`src/rtl/pipe_stage_reg.sv`:
```
// pipe_stage_reg
// ---------------------------------------------------------------------------
// Pipeline stage register with a valid/ready handshake and a two-entry skid
// buffer. It sits between two pipeline stages (ID->EXE, EXE->MEM, MEM->WB).
// The main register drives the outputs. The skid register catches the one
// entry that can arrive in the cycle after downstream stops accepting.
//
// Each entry carries a control field (write enables, branch bits, EXE
// command, ...) and a data payload (PC, operand values, register indices).
// The control field is forced to zero in any slot that holds a bubble, so a
// downstream stage can never act on stale control bits.
//
// Parameters
//   CTRL_W    width of the control field (cleared on reset/flush/bubble)
//   DATA_W    width of the data payload
//
// Ports
//   clk        in   clock, all state updates on the rising edge
//   rst        in   synchronous active-high reset
//   flush      in   synchronous flush, drops held entries and same-cycle input
//   in_valid   in   upstream presents an entry
//   in_ready   out  stage can accept an entry (decode of state only)
//   in_ctrl    in   control field of the incoming entry
//   in_data    in   data payload of the incoming entry
//   out_valid  out  stage presents an entry downstream
//   out_ready  in   downstream accepts the presented entry
//   out_ctrl   out  control field of the held entry, 0 for a bubble
//   out_data   out  data payload of the held entry
//   occupancy  out  number of held entries, 0..2
//
// Optional feature
//   PIPE_STAGE_REG_ZERO_DATA_EN  when defined, reset, flush and every slot
//   that becomes empty also clear the data register, so out_data reads 0
//   whenever out_valid is 0. When undefined, the data registers have no
//   reset and no clear and simply hold their last captured value.
// ---------------------------------------------------------------------------
module pipe_stage_reg #(
  parameter int CTRL_W = 8,
  parameter int DATA_W = 128
) (
  input  logic              clk,
  input  logic              rst,
  input  logic              flush,
  input  logic              in_valid,
  output logic              in_ready,
  input  logic [CTRL_W-1:0] in_ctrl,
  input  logic [DATA_W-1:0] in_data,
  output logic              out_valid,
  input  logic              out_ready,
  output logic [CTRL_W-1:0] out_ctrl,
  output logic [DATA_W-1:0] out_data,
  output logic [1:0]        occupancy
);

  // The encoding equals the number of held entries, so the occupancy output
  // is the state register itself.
  typedef enum logic [1:0] {
    EMPTY = 2'd0,
    ONE   = 2'd1,
    FULL  = 2'd2
  } state_t;

  state_t              r_state;
  logic [CTRL_W-1:0]   r_mainCtrl;
  logic [DATA_W-1:0]   r_mainData;
  logic [CTRL_W-1:0]   r_skidCtrl;
  logic [DATA_W-1:0]   r_skidData;

  state_t              w_nextState;
  logic                w_inFire;
  logic                w_outFire;
  logic                w_loadMainIn;
  logic                w_loadMainSkid;
  logic                w_loadSkidIn;
  logic                w_clearMain;
  logic                w_clearSkid;

  // in_ready depends on the state register alone, which keeps out_ready off
  // the upstream ready path; the skid slot absorbs the one-cycle lag.
  assign in_ready  = (r_state != FULL);
  assign out_valid = (r_state != EMPTY);
  assign occupancy = r_state;
  assign out_ctrl  = r_mainCtrl;
  assign out_data  = r_mainData;

  assign w_inFire  = in_valid & in_ready;
  assign w_outFire = out_valid & out_ready;

  // Next-state decode. Besides the next state it produces one strobe per
  // register move, so the control and data registers share one decision.
  always_comb begin
    w_nextState    = r_state;
    w_loadMainIn   = 1'b0;
    w_loadMainSkid = 1'b0;
    w_loadSkidIn   = 1'b0;
    w_clearMain    = 1'b0;
    w_clearSkid    = 1'b0;
    case (r_state)
      EMPTY: begin
        if (w_inFire) begin
          w_nextState  = ONE;
          w_loadMainIn = 1'b1;
        end
      end
      ONE: begin
        if (w_inFire && w_outFire) begin
          w_loadMainIn = 1'b1;
        end else if (w_inFire) begin
          w_nextState  = FULL;
          w_loadSkidIn = 1'b1;
        end else if (w_outFire) begin
          w_nextState = EMPTY;
          w_clearMain = 1'b1;
        end
      end
      FULL: begin
        // The skid entry was queued behind main, so it moves forward only
        // when main leaves; this keeps the order strictly FIFO.
        if (w_outFire) begin
          w_nextState    = ONE;
          w_loadMainSkid = 1'b1;
          w_clearSkid    = 1'b1;
        end
      end
      default: begin
        w_nextState = EMPTY;
      end
    endcase
  end

  // State and control registers. Reset wins over flush, and both discard any
  // same-cycle transfer. Control bits are zeroed whenever a slot empties.
  always_ff @(posedge clk) begin
    if (rst || flush) begin
      r_state    <= EMPTY;
      r_mainCtrl <= '0;
      r_skidCtrl <= '0;
    end else begin
      r_state <= w_nextState;
      if (w_loadMainIn) begin
        r_mainCtrl <= in_ctrl;
      end else if (w_loadMainSkid) begin
        r_mainCtrl <= r_skidCtrl;
      end else if (w_clearMain) begin
        r_mainCtrl <= '0;
      end
      if (w_loadSkidIn) begin
        r_skidCtrl <= in_ctrl;
      end else if (w_clearSkid) begin
        r_skidCtrl <= '0;
      end
    end
  end

`ifdef PIPE_STAGE_REG_ZERO_DATA_EN
  // Data registers with clearing: an empty slot always reads zero.
  always_ff @(posedge clk) begin
    if (rst || flush) begin
      r_mainData <= '0;
      r_skidData <= '0;
    end else begin
      if (w_loadMainIn) begin
        r_mainData <= in_data;
      end else if (w_loadMainSkid) begin
        r_mainData <= r_skidData;
      end else if (w_clearMain) begin
        r_mainData <= '0;
      end
      if (w_loadSkidIn) begin
        r_skidData <= in_data;
      end else if (w_clearSkid) begin
        r_skidData <= '0;
      end
    end
  end
`else
  // Data registers without reset or clear: they only load on a capture and
  // otherwise keep their last value. A capture in a reset/flush cycle is
  // dropped along with the entry.
  always_ff @(posedge clk) begin
    if (!rst && !flush) begin
      if (w_loadMainIn) begin
        r_mainData <= in_data;
      end else if (w_loadMainSkid) begin
        r_mainData <= r_skidData;
      end
      if (w_loadSkidIn) begin
        r_skidData <= in_data;
      end
    end
  end
`endif

endmodule

```
`config.mk`:
```
export PLATFORM = sky130hd
export DESIGN_NAME = pipe_stage_reg
export DESIGN_NICKNAME = d
export VERILOG_FILES = /design/src/rtl/pipe_stage_reg.sv
export SDC_FILE = /design/constraint.sdc
export NUM_CORES = 1
export LEC_CHECK = 0
export BUFFER_PORTS_ARGS = -buffer_cell sky130_fd_sc_hd__buf_2
export CORE_AREA = 2 2 146 148
export DETAILED_ROUTE_END_ITERATION = 8
export DIE_AREA = 0 0 148 150
export PLACE_DENSITY = 0.87
export SETUP_SLACK_MARGIN = 0.3
export SLEW_MARGIN = 20
export SYNTH_ARGS = -nofsm -noshare
export SYNTH_HDL_FRONTEND = slang
export SYNTH_SLANG_ARGS = --single-unit
```
`constraint.sdc`:
```
create_clock -name clk -period 11.07 [get_ports clk]
set_input_delay 2.214 -clock clk [delete_from_list [all_inputs] [get_ports clk]]
set_output_delay 2.214 -clock clk [all_outputs]
set_load 0.01 [all_outputs]
```
==> flow_metrics.py, run 1 <==
metrics = {
    "detailed_routing": {
        "drt-total-wl_microns": 21240,
        "vias": 5499,
        "routed_via_density": 5.154,
        "antenna_left": 0,
        "firstDrtPassIters": 4,
        "wl_per_cell_microns": 19.90,
        "drt_iter0_drc": 374,
        "route.detailed.drc": 0,
    },
    "cells_and_area": {
        "final_cell_mix": "buf_2, edfxtp_1, mux2_4",
        "multiInputGateArea_sq_um": 2362,
        "nNetsFinal": 913,
        "final_cells": 1067,
        "n_fill_cell": 1436,
        "fin_area_sq_um": 13080,
        "drive_gt1_share_pct": 58.23,
        "final_common_cell": "buf_2",
        "seq_area_sq_um": 8048,
        "area_delta_synth_final_pct": 22.06,
    },
    "sta": {
        "slew_viol_final": 0,
        "finalSetupViolCount": 0,
        "finalCriticalPeriod_ns": 4.626,
        "tns_ns": 0,
        "skew_ns": 0.01453,
        "rsz0062_at_grt": "false",
        "hold_viol_final": 0,
        "finalCritPeriodShare_pct": 41.79,
        "tightest_slew_ns": 0.9935,
        "clock.fmax_mhz": 216.2,
        "maxSlewHeadroom_pct": 33.76,
    },
    "clocking": {
        "root_buffer": "clkbuf_16",
        "htree_levels": 1,
        "post-cts-setup-buffer-count": 0,
        "cts_buffers": 27,
        "clk_pin_slew_worst_paths_ns": 0.06,
        "clk_latency_ns": 0.52,
        "hold_buffers": 0,
        "cts_tree": "yes",
        "clk_path_buf_depth": 3,
        "post_cts_resized": 0,
        "numClockSinks": 274,
    },
    "critical_path": {
        "crit_type": "primary input to flop",
        "startpoint_type": "primary input",
        "endpoint_kind": "flop",
        "cp_max_fo": 79,
        "cp.required_ns": 11.21,
        "crit_arrival_ns": 4.76,
    },
    "synth": {
        "synth_flop_cell": "edfxtp_1",
        "netlist_area_sq_um": 10720,
        "yosys_register_bits": 274,
        "avgSynthCellArea_sq_um": 22.38,
        "yosysWarnings": 0,
        "synth-edff-count": 256,
        "synth-seq-area-share_pct": 75.08,
        "synth.distinct_cells": 32,
        "synth_fp_nets": 620,
        "syn-instance-count": 479,
        "ys_async_sr_fraction_pct": 0,
    },
    "global_route": {
        "use_met2_pct": 30.86,
        "grt_pass1_wl_microns": 30680,
        "gr-usage-met3_pct": 3.963,
        "grt_max_degree": 90,
        "met1_usage_pct": 23.33,
        "grt_use_total_pct": 17.99,
        "grt_antenna_before_repair": 1,
        "grt_pass1_vias": 5477,
        "grt-ovfl-total": 0,
        "grt-busiest-layer": "met2",
    },
    "floorplanning": {
        "start_util_pct": 51.81,
        "die_h_microns": 150,
        "coreArea_sq_um": 20690,
        "dieArea_sq_um": 22200,
        "die_w_microns": 148,
        "num_io_pins": 281,
        "num_rows": 53,
    },
    "min_path": {
        "hp-class": "flop to flop",
    },
    "placement": {
        "place_congestion": 0.8464,
        "dp.final_hpwl_microns": 14230,
        "placedInstanceArea_sq_um": 12200,
        "place.port_buffers": 280,
        "post-place-cells": 1018,
    },
    "run": {
        "drv_cap": 0,
    },
    "run_status": {
        "status": "complete, no violations",
    },
    "power": {
        "power_uw": 2218,
        "p_per_area_nw_per_um2": 169.5,
        "p_leak_uw": 0.005208,
        "max-vdd-ir-drop_v": 0.0001143,
    },
}
-- critical path, cell delays in order --
cell and delay [ns]:
buf_2 0.15, and3b_1 0.64, a21oi_1 0.16, nor2_4 0.11, buf_4 0.54, buf_4 0.88
-- layout make-up --
cell class                 instances  share of cell area, %
inverter                           2                0.05738
clock inverter                     8                 0.8607
antenna                            2                0.03825
tap                              275                  2.630
clock buffer                      39                  5.824
timing repair buffer             285                  11.03
sequential                       274                  61.51
multi-input combinational        182                  18.05
-- kinds of logic (layout without fill, tap and decap cells) --
| family | Yosys count | after routing | share of synthesized area, % |
|---|---|---|---|
| flip-flops | 274 | 274 | 75.08 |
| AO/OA/AOI/OAI | 39 | 39 | 3.047 |
| multiplexers | 129 | 129 | 17.79 |
| other | 0 | 2 | 0 |
| AND/OR/NAND/NOR | 14 | 14 | 1.051 |
| buffers and inverters | 23 | 334 | 3.035 |
-- registers in the layout (all words and copies together) (netlist names) --
| name | count |
|---|---|
| out_data | 128 |
| out_ctrl | 8 |
| occupancy | 2 |
| r_skidData | 128 |
| r_skidCtrl | 8 |
-- cell usage after synthesis (2+ instances only) --
library cell,n,area share [%]
nand2_1,2,0.070
a211oi_1,17,1.2
edfxtp_1,256,72
buf_6,6,0.63
buf_12,11,2.1
mux2_4,121,17
a22o_1,8,0.65
a21oi_1,2,0.093
a32oi_1,8,0.65
dfxtp_1,18,3.4
a21o_2,2,0.16
mux2_2,8,0.84
-- metal layers --
layer	part of all wire [%]	wire length, microns
met5	0	0
met4	1.9	411
met3	8.0	1695
met2	50	10640
met1	40	8487
-- per-stage QoR --
step,hold WS [ns],utilization [%],setup slack (ns)
after global placement,0.4622,58.97,6.022
after detailed placement,0.4603,58.97,5.896
final,0.4863,63.24,6.444
after floorplan,0.4431,-,2.323
after CTS,0.4831,63.20,6.470
after global routing,0.5178,63.21,6.263
-- where the power goes --
part	internal [uW]	switching, uW	total [uW]
logic	82.4	73.2	156
registers	1160	6.08	1160
clock network	544	357	901
-- worst paths after layout --
path                              start  slack (ns)                    endpoint  cells past startpoint
min reg2reg  r_skidCtrl[0]$_SDFFE_PP0P_        0.49  r_skidCtrl[0]$_SDFFE_PP0P_                      1
max                           out_ready        6.44      out_data[54]$_DFFE_PP_                      6
max reg2reg   occupancy[1]$_SDFFE_PP0P_        7.76      out_data[54]$_DFFE_PP_                      5
min          r_skidCtrl[0]$_SDFFE_PP0P_        0.49  r_skidCtrl[0]$_SDFFE_PP0P_                      1
No activity file was read; power rests on OpenSTA's default activity.
==> run 2: changes to the inputs <==
Clock period 11.07 ns to 4.5 ns, I/O delays scaled along.
==> run 2 against run 1 <==
Global-route usage shrank 1.0 points. Cell count increased by 0.37%. Critical path depth fell by 1. Non-clock buffer count rose by 1. Utilization grew 0.54 points. Register-to-register slack got worse by 5.9 ns. Die area stayed put. Worst hold slack lost 0.012 ns. Final area rose by 0.86%. Combinational power up 150%. Wire length is 5.6% lower. Critical endpoint is now out_data[56]$_DFFE_PP_.
==> flow_metrics.py, run 2 (synthesized netlist as in run 1, its figures left out) <==
metrics = {
    "power": {
        "p_leak_uw": 0.005263,
        "clockPowerShare_pct": 41.5,
        "power_frac_seq_pct": 51.6,
        "max-vdd-ir-drop_v": 0.0003355,
        "p_sw_uw": 1098,
        "p_sw_share_pct": 19.83,
        "p_int_uw": 4437,
        "power_frac_comb_pct": 6.9,
        "p_per_area_nw_per_um2": 419.4,
        "power_uw": 5535,
    },
    "clocking": {
        "post-cts-setup-buffer-count": 0,
        "numClockSinks": 274,
        "root_buffer": "clkbuf_16",
        "post_cts_resized": 0,
        "htree_levels": 1,
        "cts_tree": "yes",
        "clk_path_buf_depth": 3,
        "clk_pin_slew_worst_paths_ns": 0.06,
        "clk_latency_ns": 0.53,
        "hold_buffers": 0,
        "cts_buffers": 28,
    },
    "critical_path": {
        "r2r_setup_slack_ns": 1.84,
        "reg2reg_depth": 4,
        "cp.required_ns": 4.70,
        "cp_max_fo": 62,
        "crit_chain": "buf_2 > and3b_1 > a21oi_1 > nor2_4 > buf_12",
        "startpoint_type": "primary input",
        "crit_arrival_ns": 2.86,
        "crit_slowest_cell": "and3b_1",
        "crit_path_max_incr_delay_ns": 0.64,
        "crit_type": "primary input to flop",
        "r2r-start": "occupancy[1]$_SDFFE_PP0P_",
        "reg2reg_to": "out_data[56]$_DFFE_PP_",
        "endpoint_kind": "flop",
    },
    "floorplanning": {
        "num_io_pins": 281,
        "die_w_microns": 148,
        "start_util_pct": 51.81,
        "dieArea_sq_um": 22200,
        "coreArea_sq_um": 20690,
        "num_rows": 53,
        "die_h_microns": 150,
    },
    "detailed_routing": {
        "firstDrtPassIters": 4,
        "drt-total-wl_microns": 20050,
        "route.detailed.drc": 0,
        "wl_per_cell_microns": 18.72,
        "antenna_left": 0,
        "vias": 5416,
        "drt_iter0_drc": 197,
        "routed_via_density": 5.057,
    },
    "global_route": {
        "grt_antenna_before_repair": 1,
        "grt_pass1_wl_microns": 28920,
        "grt_use_total_pct": 16.95,
        "grt-ovfl-total": 0,
        "grt_pass1_vias": 5357,
        "grt_max_degree": 108,
    },
    "placement": {
        "post-place-cells": 1019,
        "dp.final_hpwl_microns": 13640,
        "place_congestion": 0.8124,
        "place.port_buffers": 280,
    },
    "min_path": {
        "hold_path_startpoint": "r_skidCtrl[5]$_SDFFE_PP0P_",
        "min_to": "r_skidCtrl[5]$_SDFFE_PP0P_",
        "holdPathStages": 1,
        "hp-class": "flop to flop",
    },
    "cells_and_area": {
        "final_cell_mix": "buf_2, edfxtp_1, mux2_4",
        "final_util_pct": 63.78,
        "area_delta_synth_final_pct": 23.11,
        "nNetsFinal": 915,
        "drive_gt1_share_pct": 58.94,
        "final_cells": 1071,
        "final_common_cell": "buf_2",
    },
    "sta": {
        "finalCriticalPeriod_ns": 2.669,
        "rsz0062_at_grt": "false",
        "finalCritPeriodShare_pct": 59.32,
        "tightest_slew_ns": 0.9971,
        "tns_ns": 0,
        "slew_viol_final": 0,
        "hold_viol_final": 0,
        "holdWs_ns": 0.4747,
        "maxSlewHeadroom_pct": 33.52,
        "skew_ns": 0.01938,
        "finalSetupViolCount": 0,
        "clock.fmax_mhz": 374.6,
    },
    "run": {
        "drv_cap": 0,
    },
    "run_status": {
        "status": "complete, no violations",
    },
}
-- run 2: cell count changes in the layout (fill, tap and decap cells not counted), sizes merged --
cell,previous run,this run
clkinv,6,16
bufinv,3,4
clkbuf,39,30
clkinvlp,0,1
buf,285,286
-- run 2: area by class of cell --
class	instances	area (sq um)
multi-input cells	182	2367
fillers	1449	7493
flip-flops and latches	274	8048
diodes	2	5.005
clock inverters	20	198.9
clock buffers	30	729.5
repair buffers	286	1496
inverters	2	7.507
well taps	275	344.1
-- run 2: worst max-delay path by stage --
stage | start | to | slack (ns) | cells past startpoint
after floorplan | flush | r_skidCtrl[1]$_SDFFE_PP0P_ | -0.38 | 4
after global placement | out_ready | out_data[54]$_DFFE_PP_ | 1.38 | 5
after detailed placement | out_ready | out_data[56]$_DFFE_PP_ | 1.29 | 5
after CTS | occupancy[1]$_SDFFE_PP0P_ | out_data[51]$_DFFE_PP_ | 1.82 | 4
after global routing | occupancy[1]$_SDFFE_PP0P_ | out_data[56]$_DFFE_PP_ | 1.69 | 4
final | out_ready | out_data[56]$_DFFE_PP_ | 1.83 | 5
-- run 2: per-stage QoR --
stage	instance area, sq um	worst slack [ns]
6_report	13200	1.831
5_1_grt	13190	1.691
4_1_cts	13190	1.823
3_5_place_dp	12260	1.287
3_3_place_gp	12260	1.376
2_1_floorplan	10730	-0.3845
-- run 2: worst max-delay path, delay by kind of cell --
family | cells | cell delay [ns]
AO/OA/AOI/OAI | 1 | 0.15
buffers and inverters | 2 | 0.52
AND/OR/NAND/NOR | 2 | 1.22
-- run 2: routing by layer --
metal / part of all wire, % / global-route usage [%] / vias to the layer above
met4: 3.7 / 6.429 / 0
met1: 40 / 21.29 / 2605
met5: 0 / 0 / -
met2: 48 / 28.43 / 243
met3: 7.7 / 4.451 / 52
li1: - / - / 2516
-- run 2: power by group through the flow --
stage	logic, uW	registers (uW)	clock network (uW)
floorplan	236	2930	0
global placement	368	2910	0
detailed placement	384	2910	0
CTS	387	2860	2350
global route	409	2860	2450
finish	383	2860	2300
